**src/rtl/io_device_port.sv**
```systemverilog
// io_device_port: single-outstanding command port between a manager and an
// IO device. A command is latched, issued to the device, optionally waits for
// a response (with a timeout), and the result is handed back to the manager as
// a writeback. Handshake outputs are registered and depend on state only.
module io_device_port #(
    parameter int PORTWIDTH     = 16,
    parameter int TIMEOUTCYCLES = 255
) (
    input  logic                 clk,
    input  logic                 clk_en,
    input  logic                 sync_rst,
    // Manager command channel
    input  logic                 CmdREQ,
    output logic                 CmdACK,
    input  logic                 CmdResponseRequested,
    input  logic [3:0]           CmdDestReg,
    input  logic [PORTWIDTH-1:0] CmdData,
    // Device command channel
    output logic                 IOOut_REQ,
    input  logic                 IOOut_ACK,
    output logic                 IOOut_ResponseRequested,
    output logic [3:0]           IOOut_DestReg,
    output logic [PORTWIDTH-1:0] IOOut_Data,
    // Device response channel
    input  logic                 IOIn_REQ,
    output logic                 IOIn_ACK,
    input  logic                 IOIn_RegResponseFlag,
    input  logic                 IOIn_MemResponseFlag,
    input  logic [3:0]           IOIn_DestReg,
    input  logic [PORTWIDTH-1:0] IOIn_Data,
    // Manager writeback channel
    output logic                 WbREQ,
    input  logic                 WbACK,
    output logic [3:0]           WbDestReg,
    output logic [PORTWIDTH-1:0] WbData,
    output logic                 WbMemFlag,
    output logic                 WbTimeout,
    // Status
    output logic                 Busy
);

    typedef enum logic [1:0] {
        S_IDLE      = 2'd0,
        S_ISSUE     = 2'd1,
        S_WAIT_RESP = 2'd2,
        S_WRITEBACK = 2'd3
    } state_t;

    // Handshake strobes, registered together with the state they belong to.
    typedef struct packed {
        logic cmd_ack;
        logic io_out_req;
        logic io_in_ack;
        logic wb_req;
        logic busy;
    } strobes_t;

    // Last counter value spent in WAIT_RESP before the response is declared lost.
    localparam logic [15:0] TERMINAL_COUNT = 16'(TIMEOUTCYCLES - 1);

    // Strobe pattern that must be visible while sitting in state s.
    function automatic strobes_t strobes(input state_t s);
        strobes_t v;
        v            = '0;
        v.cmd_ack    = (s == S_IDLE);
        v.io_out_req = (s == S_ISSUE);
        v.io_in_ack  = (s == S_WAIT_RESP);
        v.wb_req     = (s == S_WRITEBACK);
        v.busy       = (s != S_IDLE);
        return v;
    endfunction

    state_t                 r_state;
    strobes_t               r_strb;
    logic [15:0]            r_count;

    logic                   r_resp_req;
    logic [3:0]             r_tag;
    logic [PORTWIDTH-1:0]   r_data;

    logic [3:0]             r_wb_tag;
    logic [PORTWIDTH-1:0]   r_wb_data;
    logic                   r_wb_mem;
    logic                   r_wb_timeout;

    // Channel transfers: both sides agree in a cycle where state may advance.
    logic w_cmd_xfer;
    logic w_out_xfer;
    logic w_in_xfer;
    logic w_wb_xfer;
    logic w_terminal;
    logic w_resp_useful;

    assign w_cmd_xfer    = CmdREQ    & r_strb.cmd_ack    & clk_en;
    assign w_out_xfer    = r_strb.io_out_req & IOOut_ACK & clk_en;
    assign w_in_xfer     = IOIn_REQ  & r_strb.io_in_ack  & clk_en;
    assign w_wb_xfer     = r_strb.wb_req & WbACK         & clk_en;
    assign w_terminal    = (r_count == TERMINAL_COUNT);
    assign w_resp_useful = IOIn_RegResponseFlag | IOIn_MemResponseFlag;

    // Port FSM: state, registered strobes, timeout counter and payload latches.
    // NOTE: every register here is assigned with <= so all of them update from
    // the same pre-edge values; a blocking = would let later lines see new state.
    always_ff @(posedge clk) begin
        if (sync_rst) begin
            r_state      <= S_IDLE;
            r_strb       <= strobes(S_IDLE);
            r_count      <= '0;
            r_resp_req   <= 1'b0;
            r_tag        <= '0;
            r_data       <= '0;
            r_wb_tag     <= '0;
            r_wb_data    <= '0;
            r_wb_mem     <= 1'b0;
            r_wb_timeout <= 1'b0;
        end else if (clk_en) begin
            case (r_state)
                S_IDLE: begin
                    if (w_cmd_xfer) begin
                        r_resp_req <= CmdResponseRequested;
                        r_tag      <= CmdDestReg;
                        r_data     <= CmdData;
                        r_state    <= S_ISSUE;
                        r_strb     <= strobes(S_ISSUE);
                    end
                end

                S_ISSUE: begin
                    if (w_out_xfer) begin
                        if (r_resp_req) begin
                            r_count <= '0;
                            r_state <= S_WAIT_RESP;
                            r_strb  <= strobes(S_WAIT_RESP);
                        end else begin
                            r_state <= S_IDLE;
                            r_strb  <= strobes(S_IDLE);
                        end
                    end
                end

                S_WAIT_RESP: begin
                    r_count <= r_count + 16'd1;
                    // A response arriving on the terminal count wins over the timeout.
                    if (w_in_xfer) begin
                        if (w_resp_useful) begin
                            r_wb_tag     <= IOIn_DestReg;
                            r_wb_data    <= IOIn_Data;
                            r_wb_mem     <= IOIn_MemResponseFlag;
                            r_wb_timeout <= 1'b0;
                            r_state      <= S_WRITEBACK;
                            r_strb       <= strobes(S_WRITEBACK);
                        end else begin
                            r_state <= S_IDLE;
                            r_strb  <= strobes(S_IDLE);
                        end
                    end else if (w_terminal) begin
                        r_wb_tag     <= r_tag;
                        r_wb_data    <= '1;
                        r_wb_mem     <= 1'b0;
                        r_wb_timeout <= 1'b1;
                        r_state      <= S_WRITEBACK;
                        r_strb       <= strobes(S_WRITEBACK);
                    end
                end

                S_WRITEBACK: begin
                    if (w_wb_xfer) begin
                        r_state <= S_IDLE;
                        r_strb  <= strobes(S_IDLE);
                    end
                end

                default: begin
                    r_state <= S_IDLE;
                    r_strb  <= strobes(S_IDLE);
                end
            endcase
        end
    end

    assign CmdACK                  = r_strb.cmd_ack;
    assign IOOut_REQ               = r_strb.io_out_req;
    assign IOIn_ACK                = r_strb.io_in_ack;
    assign WbREQ                   = r_strb.wb_req;
    assign Busy                    = r_strb.busy;

    assign IOOut_ResponseRequested = r_resp_req;
    assign IOOut_DestReg           = r_tag;
    assign IOOut_Data              = r_data;

    assign WbDestReg               = r_wb_tag;
    assign WbData                  = r_wb_data;
    assign WbMemFlag               = r_wb_mem;
    assign WbTimeout               = r_wb_timeout;

endmodule

```
**config.mk**
```make
export PLATFORM = sky130hd
export DESIGN_NAME = io_device_port
export DESIGN_NICKNAME = d
export VERILOG_FILES = /design/src/rtl/io_device_port.sv
export SDC_FILE = /design/constraint.sdc
export NUM_CORES = 1
export LEC_CHECK = 0
export CAP_MARGIN = 40
export CORE_AREA = 2 2 82 84
export DETAILED_ROUTE_END_ITERATION = 10
export DIE_AREA = 0 0 84 86
export GPL_ROUTABILITY_DRIVEN = 1
export PLACE_DENSITY = 0.79
export SLEW_MARGIN = 20
export SYNTH_ARGS = -nofsm -noshare
export SYNTH_HDL_FRONTEND = slang
export SYNTH_SLANG_ARGS = --single-unit
```
**constraint.sdc**
```tcl
create_clock -name clk -period 2.4 [get_ports clk]
set_input_delay 0.36 -clock clk [delete_from_list [all_inputs] [get_ports clk]]
set_output_delay 0.36 -clock clk [all_outputs]
set_load 0.05 [all_outputs]
```
### After elaboration in Yosys (flattened, before gate mapping)

Cells that the tools add are included.

* multiplexer cells: 31
* add/sub/neg operators: 1
* reduce and logical (&&, ||, !) cells: 7
* bitwise gates (word level): 9
* equal/unequal tests: 10

Operators by type and width (number)
* $mux W16: 5
* $mux W5: 7
* $pmux W16 S2: 1
* $pmux W5 S4: 1
* $add A16 B1 Y16 const B: 1
* $eq A16 B8 Y1 const B: 1
* $mux W2: 7
* $mux W4: 3
* $and A1 B1 Y1: 8
* $ne A2 B2 Y1 const B: 4
* $pmux W2 S4: 1
* $reduce_and A4 Y1: 2
* $mux W1: 6
* $reduce_and A5 Y1: 1
* $eq A2 B2 Y1 const B: 2
* $reduce_bool A2 Y1: 2
* $ne A3 B3 Y1 const B: 1
* $reduce_and A3 Y1: 1
* $eq A2 B1 Y1 const B: 1
* $logic_not A2 Y1: 1
* $ne A2 B1 Y1 const B: 1
* $or A1 B1 Y1: 1

* register bits: 66
* input bits: 50
* logic and storage cells: 72

### Longest topological paths before layout

Gate-level depths: netlist (run 1).

* depth after elaboration: 4
* mapped depth: 8

### Worst setup path before layout (run 1)

No wires, ideal clock.

* path type: reg2reg
* from: register r_resp_req (netlist: IOOut_ResponseRequested)
* to: register r_count[9]
* setup time: 0.070 ns
* slack: 0.436 ns
* cell stages (with the launch flop): 6
* period minus slack after synthesis: 1.964 ns
* arrival time: 1.894 ns
* cells stage by stage: dfxtp_1 -> nand4_1 -> o21a_1 -> clkbuf_1 -> or4_1 -> a21oi_1

* cells in the longest elaborated chain, start to end: 2

Ends and longest elaborated chain
* from (decl): RTL line 77 `logic r_resp_req;`
* from (signal assigned): RTL line 120 `r_resp_req <= CmdResponseRequested;`
* $ne A2 B2 Y1 (no source line)
* $reduce_and A4 Y1 (no source line)
* to (signal assigned): RTL line 142 `r_count <= r_count + 16'd1;`
* to (decl): RTL line 75 `logic [15:0] r_count;`

No other way between the ends.
A chain may end at the register's enable or synchronous reset.

### Final worst setup path (run 1)

* from: register r_count[11]
* to: register r_strb, in the netlist Busy

* cells in the longest elaborated chain, start to end: 3

Ends and longest elaborated chain
* $eq A16 B8 Y1: RTL line 98 `assign w_terminal = (r_count == TERMINAL_COUNT);`
* $ne A3 B3 Y1 (no source line)
* $reduce_and A5 Y1 (no source line)
* to (signal assigned): RTL line 107 `r_strb <= strobes(S_IDLE);`
* to (signal assigned): RTL line 124 `r_strb <= strobes(S_ISSUE);`
* to (signal assigned): RTL line 133 `r_strb <= strobes(S_WAIT_RESP);`
* to (decl): RTL line 74 `strobes_t r_strb;`

No other way between the ends.

==> results_tabular.tex, run 1 <==
\begin{tabular}{lr}
\hline
Metric & Value \\
\hline
\multicolumn{2}{l}{\textbf{Hold path}} \\
\quad Worst hold start & WbMemFlag\$\_SDFFE\_PP0P\_ \\
\quad Type of the most critical hold path & reg -> reg \\
\multicolumn{2}{l}{\textbf{Clock tree}} \\
\quad Post\_cts resized & 0 \\
\quad TritonCTS clock tree & yes \\
\quad \# clock sinks & 66 \\
\quad Clock-pin slew on the worst setup and hold paths & 0.06 ns \\
\quad Post-CTS setup buffer count & 0 \\
\quad Number of hold-repair buffers added at the cts stage & 0 \\
\quad Clk buf depth & 2 \\
\quad Clk\_lat worst skew & 0.33 ns \\
\quad Cell chosen for the clock root & clkbuf\_8 \\
\quad Total number of H-tree levels & 3 \\
\quad CTS buffer count & 9 \\
\multicolumn{2}{l}{\textbf{GRT}} \\
\quad Pin count of the biggest net entering global routing & 32 \\
\quad Top Usage Layer GRT & met2 \\
\quad Total Routing Usage GR & 0.204 \\
\quad Met1 Use GR & 0.246 \\
\quad First-pass GRT wire length & 12.2 mm \\
\quad Initial antenna violation count & 0 \\
\quad Total global routing overflow & 0 \\
\quad Via count of the first global-routing pass & 2,747 \\
\quad Met3 Resource Use GR & 0.0847 \\
\quad Met2 usage & 0.329 \\
\multicolumn{2}{l}{\textbf{Setup path}} \\
\quad Top delay family on crit path & simple AND/OR/NAND/NOR gates \\
\quad Category of the worst setup path capture point & register \\
\quad Max incr delay on CP & roughly 0.61 ns \\
\quad Worst path most repeated cell & or4\_4 \\
\quad Library cell contributing the largest single delay on the critical path & or4\_4 \\
\quad Sequence of cells on the critical path & or4\_4, or4\_4, and4\_4, nor3b\_1 \\
\quad Worst path buffer plus inverter count & 0 \\
\quad Critical path class & reg -> reg \\
\quad Worst endpoint data arrival time & between 2 and 2.5 ns \\
\quad Startpoint types & register \\
\quad Reg-to-reg critical path startpoint & r\_count[11]\$\_SDFFE\_PP0P\_ \\
\quad Worst setup path startpoint & r\_count[11]\$\_SDFFE\_PP0P\_ \\
\quad Critical path data required time & about 2.7 ns \\
\quad Critical-path maximum fanout & 9 \\
\multicolumn{2}{l}{\textbf{Synthesis}} \\
\quad Proportion of synthesized chip area in sequential cells & 0.471 \\
\quad FFs w/ async S/R, synth & 0 \\
\quad Most common flop cell mapped by yosys & dfxtp\_1 \\
\quad Share of the synthesized area in the top cell type & 0.471 \\
\quad Number of distinct library cells after synthesis & 43 \\
\quad Yosys warning count & 0 \\
\quad Netlist area before placement & roughly 2800 um2 \\
\quad Yosys top cell by area & dfxtp\_1 \\
\quad Syn avg cell area & 8.77 um2 \\
\quad FF+latch count, synth & 66 \\
\quad Number of enable flip-flop cells after synthesis & 0 \\
\quad Leading cell type by number of instances after synthesis & dfxtp\_1 \\
\quad Number of instances in the synthesized netlist & 320 \\
\quad Most common library cells after synthesis & dfxtp\_1, nand2\_1, a21oi\_1 \\
\quad Syn\_nets & roughly 370 \\
\quad Area contributors post-synth & dfxtp\_1, nand2\_1, a21oi\_1, o221a\_2, nand4\_1 \\
\multicolumn{2}{l}{\textbf{Layout}} \\
\quad Fill cell instance count of the final layout & 540 \\
\quad Share of final-layout standard cells stronger than drive strength 1 & 0.111 \\
\quad Final core area utilization & 0.648 \\
\quad Net count of the finished layout & approximately 470 \\
\quad Area of the multi-input gates & 1360 um2 \\
\quad P\&R area growth vs syn & 44.8\% \\
\quad Storage element area & 1320 um2 \\
\quad N\_diodes & 0 \\
\multicolumn{2}{l}{\textbf{Routing}} \\
\quad Total via count in the routed design & $\sim$2,800 \\
\quad Post-route antenna net violation count & 0 \\
\quad Detailed-route vias per instance & 5.56 \\
\quad Number of design rule violations left after detail routing & 0 \\
\quad Detailed-routing iteration count for the pre-antenna-repair pass & 5 \\
\quad Wire length per cell after detailed routing & 14.7 um \\
\quad Violation count after the first detailed-route iteration & approximately 110 \\
\quad Drt total wl & 7.36 mm \\
\multicolumn{2}{l}{\textbf{Pwr}} \\
\quad Maximum ir drop on the vdd rail & 421 uV \\
\quad PD cells & around 570 nW/um2 \\
\quad Static leakage & 0.00140 uW \\
\multicolumn{2}{l}{\textbf{STA}} \\
\quad Setup repair after global routing missed its margin & false \\
\quad Max Clock Freq & 492 MHz \\
\quad Slew Viols, Final & 0 \\
\quad Minimum period implied by the final worst setup slack & roughly 2.0 ns \\
\quad Slew headroom & 0.603 \\
\quad Setup Skew & 0.00914 ns \\
\quad Setup violators final & 0 \\
\quad Final Cycle Share & 0.846 \\
\quad Total Negative Setup Slacks & 0 ns \\
\quad Final count of hold timing violations & 0 \\
\quad Slew of the pin with the lowest slew margin & 0.594 ns \\
\multicolumn{2}{l}{\textbf{Placed design}} \\
\quad I/O Buffers & 97 \\
\quad Detailed-placement wirelength estimate & 5.21 mm \\
\quad Routability cong. & 0.811 \\
\multicolumn{2}{l}{\textbf{Die}} \\
\quad Overall die area & about 7200 um2 \\
\quad Top-level port count & 98 \\
\quad Width of the die & 84 um \\
\quad Effective utilization at floorplan & 0.447 \\
\quad Placeable core region & around 6300 um2 \\
\quad Die H & about 86 um \\
\quad Placement row count & 29 \\
\multicolumn{2}{l}{\textbf{Status}} \\
\quad Outcome & complete, no violations \\
\multicolumn{2}{l}{\textbf{Job}} \\
\quad Max-capacitance violation count & 0 \\
\hline
\end{tabular}
==> logic make-up (layout without fill, tap and decap cells) <==
| group | Yosys count | count (layout) | synth area share |
|---|---|---|---|
| AO/OA/AOI/OAI | 99 | 99 | 0.242 |
| flip-flops | 66 | 66 | 0.471 |
| adder cells (fa/ha/maj) | 2 | 2 | 0.00891 |
| buffers and inverters | 31 | 135 | 0.0477 |
| AND/OR/NAND/NOR | 120 | 120 | 0.224 |
| XOR/XNOR | 2 | 2 | 0.00624 |
==> power by group <==
part	internal, uW	leakage (uW)	total, uW	switching, uW
Sequential	1120	0.000534	1140	17.9
Clock	478	0.0000914	866	387
Combinational	141	0.000775	307	167
==> final timing paths <==
| kind | end | slack (ns) | cells after the start |
|---|---|---|---|
| setup / recovery | Busy$_SDFFE_PP0P_ | 0.37 | 4 |
| hold / removal | WbMemFlag$_SDFFE_PP0P_ | 0.45 | 2 |
| setup reg to reg | Busy$_SDFFE_PP0P_ | 0.37 | 4 |
| hold reg to reg | WbMemFlag$_SDFFE_PP0P_ | 0.45 | 2 |
==> routing by layer <==
metal | part of all wire | vias to the layer above
met3 | 0.10 | 6
met5 | 0 | -
li1 | - | 1390
met1 | 0.42 | 1280
met4 | 0.0072 | 0
met2 | 0.47 | 111
==> state kept, by name (all words and copies together), names as in the netlist <==
name                     cells
r_state                      2
WbTimeout                    1
WbMemFlag                    1
CmdACK                       1
IOOut_Data                  16
WbDestReg                    4
r_count                     16
IOOut_REQ                    1
IOOut_ResponseRequested      1
IOIn_ACK                     1
WbData                      16
Busy                         1
IOOut_DestReg                4
WbREQ                        1
==> tightest hold or removal path, stage by stage, from the launching register on <==
cell and delay [ns]:
dfxtp_1 0.31, nand2_1 0.05, o21ai_1 0.05
==> area by class of cell <==
| type | instances | area share |
|---|---|---|
| clock buffer | 13 | 0.0342 |
| clock inverter | 3 | 0.00985 |
| tap | 77 | 0.0237 |
| inverter | 10 | 0.00923 |
| multi-input combinational | 223 | 0.334 |
| timing repair buffer | 109 | 0.264 |
| sequential | 66 | 0.325 |
==> stage by stage <==
stage / total power, uW / hold WS, ns / area [um2] / setup WS (ns) / std cells
floorplan: 1310 / 0.439 / 2810 / 0.436 / 320
global placement: 1460 / 0.437 / 3890 / 0.189 / 485
detailed placement: 1470 / 0.445 / 3890 / 0.122 / 485
CTS: 2330 / 0.453 / 4070 / 0.374 / 501
global route: 2410 / 0.479 / 4070 / 0.226 / 501
finish: 2310 / 0.451 / 4070 / 0.369 / 501
==> cell usage in the layout, fill, tap and decap left out, types with 2 or more instances in the layout <==
cell type,count
o22ai_1,5
nand2_1,53
clkdlybuf4s50_1,97
clkinv_2,2
dfxtp_1,66
ha_1,2
o21ai_1,4
a221oi_1,5
and3_1,3
o21ai_0,9
nor2_1,11
buf_4,11
or3_1,2
nand4_1,14
a21oi_1,38
nand3b_1,3
xor2_1,2
a211oi_1,2
or4_4,2
clkbuf_8,9
nor3_1,2
nand3_1,5
o221a_2,16
o21a_1,3
inv_1,10
or4_1,10
o31ai_1,9
clkbuf_1,4
nand2b_1,6
a31oi_1,2
No activity file was read; power rests on OpenSTA's default activity.
==> run 2, diff against run 1 <==
Settings changed: CORE_AREA 2 2 82 84 to 2 2 86 88, DIE_AREA 0 0 84 86 to 0 0 88 90, PLACE_DENSITY 0.79 to 0.75.
Clock period 2.4 ns to 1.7 ns, I/O delays scaled along.
==> results_tabular.tex, run 2 (synthesis results as in run 1) <==
\begin{tabular}{lr}
\hline
Metric & Value \\
\hline
\multicolumn{2}{l}{\textbf{Layout}} \\
\quad Area of the multi-input gates & 1620 um2 (+19\%) \\
\quad Commonest non-fill, non-tap cell in the layout & buf\_4 \\
\quad Fill cell instance count of the final layout & 579 (+7.2\%) \\
\quad P\&R area growth vs syn & 64.2\% \\
\quad Final core area utilization & 0.657 (+0.00915) \\
\quad N\_diodes & 0 (unchanged) \\
\quad Share of final-layout standard cells stronger than drive strength 1 & 0.393 (+0.282) \\
\quad Number of cells in the finished layout apart from fillers & 562 (+12\%) \\
\quad Storage element area & 1340 um2 (+1.7\%) \\
\quad Net count of the finished layout & 512 (+8.7\%) \\
\quad Highest-count cells in the layout ignoring fill and taps & buf\_4, nand2\_1, dfxtp\_1, clkdlybuf4s50\_1, a21oi\_1 \\
\multicolumn{2}{l}{\textbf{GRT}} \\
\quad Pin count of the biggest net entering global routing & 32 (unchanged) \\
\quad Initial antenna violation count & 0 (unchanged) \\
\quad Total Routing Usage GR & 0.213 (+0.00946) \\
\quad Via count of the first global-routing pass & 2,970 (+8.1\%) \\
\quad Total global routing overflow & 0 (unchanged) \\
\quad First-pass GRT wire length & 13.5 mm (+10\%) \\
\multicolumn{2}{l}{\textbf{Pwr}} \\
\quad Net Sw Power & 882 uW (+54\%) \\
\quad P\_int & 2350 uW (+35\%) \\
\quad Logic pwr share & 0.149 (+0.016) \\
\quad Power consumption & 3230 uW (+40\%) \\
\quad PD cells & 701 nW/um2 (+23\%) \\
\quad Static leakage & 0.00181 uW (+29\%) \\
\quad Switching share of power & 0.273 (+0.0255) \\
\quad Part of the power in registers & 0.495 (+0.003) \\
\quad Clk network pwr share & 0.356 (-0.019) \\
\quad Maximum ir drop on the vdd rail & 547 uV (+30\%) \\
\multicolumn{2}{l}{\textbf{STA}} \\
\quad Final Cycle Share & 1.12 (+0.270) \\
\quad Minimum period implied by the final worst setup slack & 1.90 ns (-0.134 ns) \\
\quad Setup repair after global routing missed its margin & true \\
\quad Setup violators final & 29 (+29) \\
\quad Total Negative Setup Slacks & -4.00 ns (-4.00 ns) \\
\quad Slew of the pin with the lowest slew margin & 0.389 ns (-0.204 ns) \\
\quad Slew Viols, Final & 0 (unchanged) \\
\quad Slew headroom & 0.740 (+0.136) \\
\quad Final critical-path setup slack & -0.198 ns (-0.566 ns) \\
\quad Setup Skew & 0.00694 ns (-0.00220 ns) \\
\quad Max Clock Freq & 527 MHz (+7.0\%) \\
\quad Final count of hold timing violations & 0 (unchanged) \\
\multicolumn{2}{l}{\textbf{Setup path}} \\
\quad Startpoint types & register \\
\quad Critical-path maximum fanout & 5 (-4) \\
\quad Worst endpoint data arrival time & 2.12 ns (-0.16 ns) \\
\quad Reg-to-reg critical path startpoint & r\_count[11]\$\_SDFFE\_PP0P\_ \\
\quad Category of the worst setup path capture point & register \\
\quad Depth of the worst register-to-register path & 4 (unchanged) \\
\quad Critical path class & reg -> reg \\
\quad Critical path data required time & 1.93 ns (-0.72 ns) \\
\quad Worst setup path startpoint & r\_count[11]\$\_SDFFE\_PP0P\_ \\
\multicolumn{2}{l}{\textbf{Die}} \\
\quad Overall die area & 7920 um2 (+9.6\%) \\
\quad Die H & 90 um (+4.7\%) \\
\quad Placement row count & 31 (+6.9\%) \\
\quad Effective utilization at floorplan & 0.400 (-0.0474) \\
\quad Placeable core region & 7020 um2 (+12\%) \\
\quad Top-level port count & 98 (unchanged) \\
\quad Width of the die & 88 um (+4.8\%) \\
\multicolumn{2}{l}{\textbf{Routing}} \\
\quad Violation count after the first detailed-route iteration & 166 (+47\%) \\
\quad Total via count in the routed design & 3,050 (+9.4\%) \\
\quad Detailed-routing iteration count for the pre-antenna-repair pass & 4 (-1) \\
\quad Post-route antenna net violation count & 0 (unchanged) \\
\quad Wire length per cell after detailed routing & 15.4 um (+4.8\%) \\
\quad Drt total wl & 8.65 mm (+18\%) \\
\quad Number of design rule violations left after detail routing & 0 (unchanged) \\
\quad Detailed-route vias per instance & 5.43 (-2.4\%) \\
\multicolumn{2}{l}{\textbf{Clock tree}} \\
\quad Clk buf depth & 2 (unchanged) \\
\quad Clock-pin slew on the worst setup and hold paths & 0.07 ns (about the same) \\
\quad Cell chosen for the clock root & clkbuf\_8 \\
\quad Total number of H-tree levels & 3 (unchanged) \\
\quad \# clock sinks & 66 (unchanged) \\
\quad CTS buffer count & 9 (unchanged) \\
\quad Number of hold-repair buffers added at the cts stage & 0 (unchanged) \\
\quad TritonCTS clock tree & yes \\
\quad Clk\_lat worst skew & 0.35 ns (+0.02 ns) \\
\multicolumn{2}{l}{\textbf{Job}} \\
\quad Max-capacitance violation count & 0 (unchanged) \\
\multicolumn{2}{l}{\textbf{Placed design}} \\
\quad Routability cong. & 0.819 (+1.0\%) \\
\quad Detailed-placement wirelength estimate & 5.81 mm (+12\%) \\
\quad Number of cells after detailed placement & 539 (+11\%) \\
\quad I/O Buffers & 97 (unchanged) \\
\multicolumn{2}{l}{\textbf{Hold path}} \\
\quad Hold-critical path depth & 3 (+1) \\
\quad Worst hold start & CmdData[3] \\
\quad Type of the most critical hold path & in -> reg \\
\multicolumn{2}{l}{\textbf{Status}} \\
\quad Outcome & finished, violations left \\
\quad Failing checks & setup timing \\
\hline
\end{tabular}
-- run 2: worst paths after layout --
path / endpoint / slack [ns]
worst max register to register: r_state[1]$_SDFFE_PP0P_ / -0.20
worst min register to register: IOOut_Data[0]$_SDFFE_PP0P_ / 0.46
worst max-delay path: r_state[1]$_SDFFE_PP0P_ / -0.20
worst min-delay path: IOOut_Data[3]$_SDFFE_PP0P_ / 0.45
-- run 2: cell type report --
class / count / area share
Multi-Input combinational cell: 224 / 0.350
Sequential cell: 66 / 0.291
Timing Repair Buffer: 149 / 0.289
Clock buffer: 11 / 0.0307
Tap cell: 99 / 0.0269
Inverter: 10 / 0.00814
Clock inverter: 3 / 0.00380
-- run 2: worst max-delay path, cell delays in order, from the launching register on --
cell and delay (ns):
dfxtp_2 0.32, or4_4 0.57, or4_4 0.60, a32oi_1 0.22, o21ai_1 0.07
-- run 2: per-layer routing --
metal,global-route usage,vias to the layer above,share of wire
met5,0,-,0
met3,0.0771,13,0.082
li1,-,1468,-
met2,0.331,130,0.49
met4,0.0795,0,0.013
met1,0.269,1439,0.42
-- run 2: power groups by stage --
stage | registers (uW) | logic, uW | clock network (uW)
6_report | 1600 | 482 | 1150
5_1_grt | 1600 | 515 | 1220
4_1_cts | 1600 | 472 | 1170
3_5_place_dp | 1630 | 467 | 0
3_3_place_gp | 1630 | 461 | 0
2_1_floorplan | 1740 | 118 | 0
-- run 2: stage by stage --
stage / hold slack [ns] / worst slack (ns) / area [um2]
floorplan: 0.334 / -0.195 / 2940
global placement: 0.443 / -0.277 / 4180
detailed placement: 0.448 / -0.340 / 4180
CTS: 0.441 / -0.202 / 4450
global route: 0.464 / -0.248 / 4610
finish: 0.446 / -0.198 / 4610
-- run 2: what timing repair did --
action                                 CTS  global route
setup endpoints to repair               27            40
setup buffers                            1             5
endpoints found under the hold margin    0             0
pin swaps                                5            24
cloned                                   2             1
gates resized for setup                 13            35
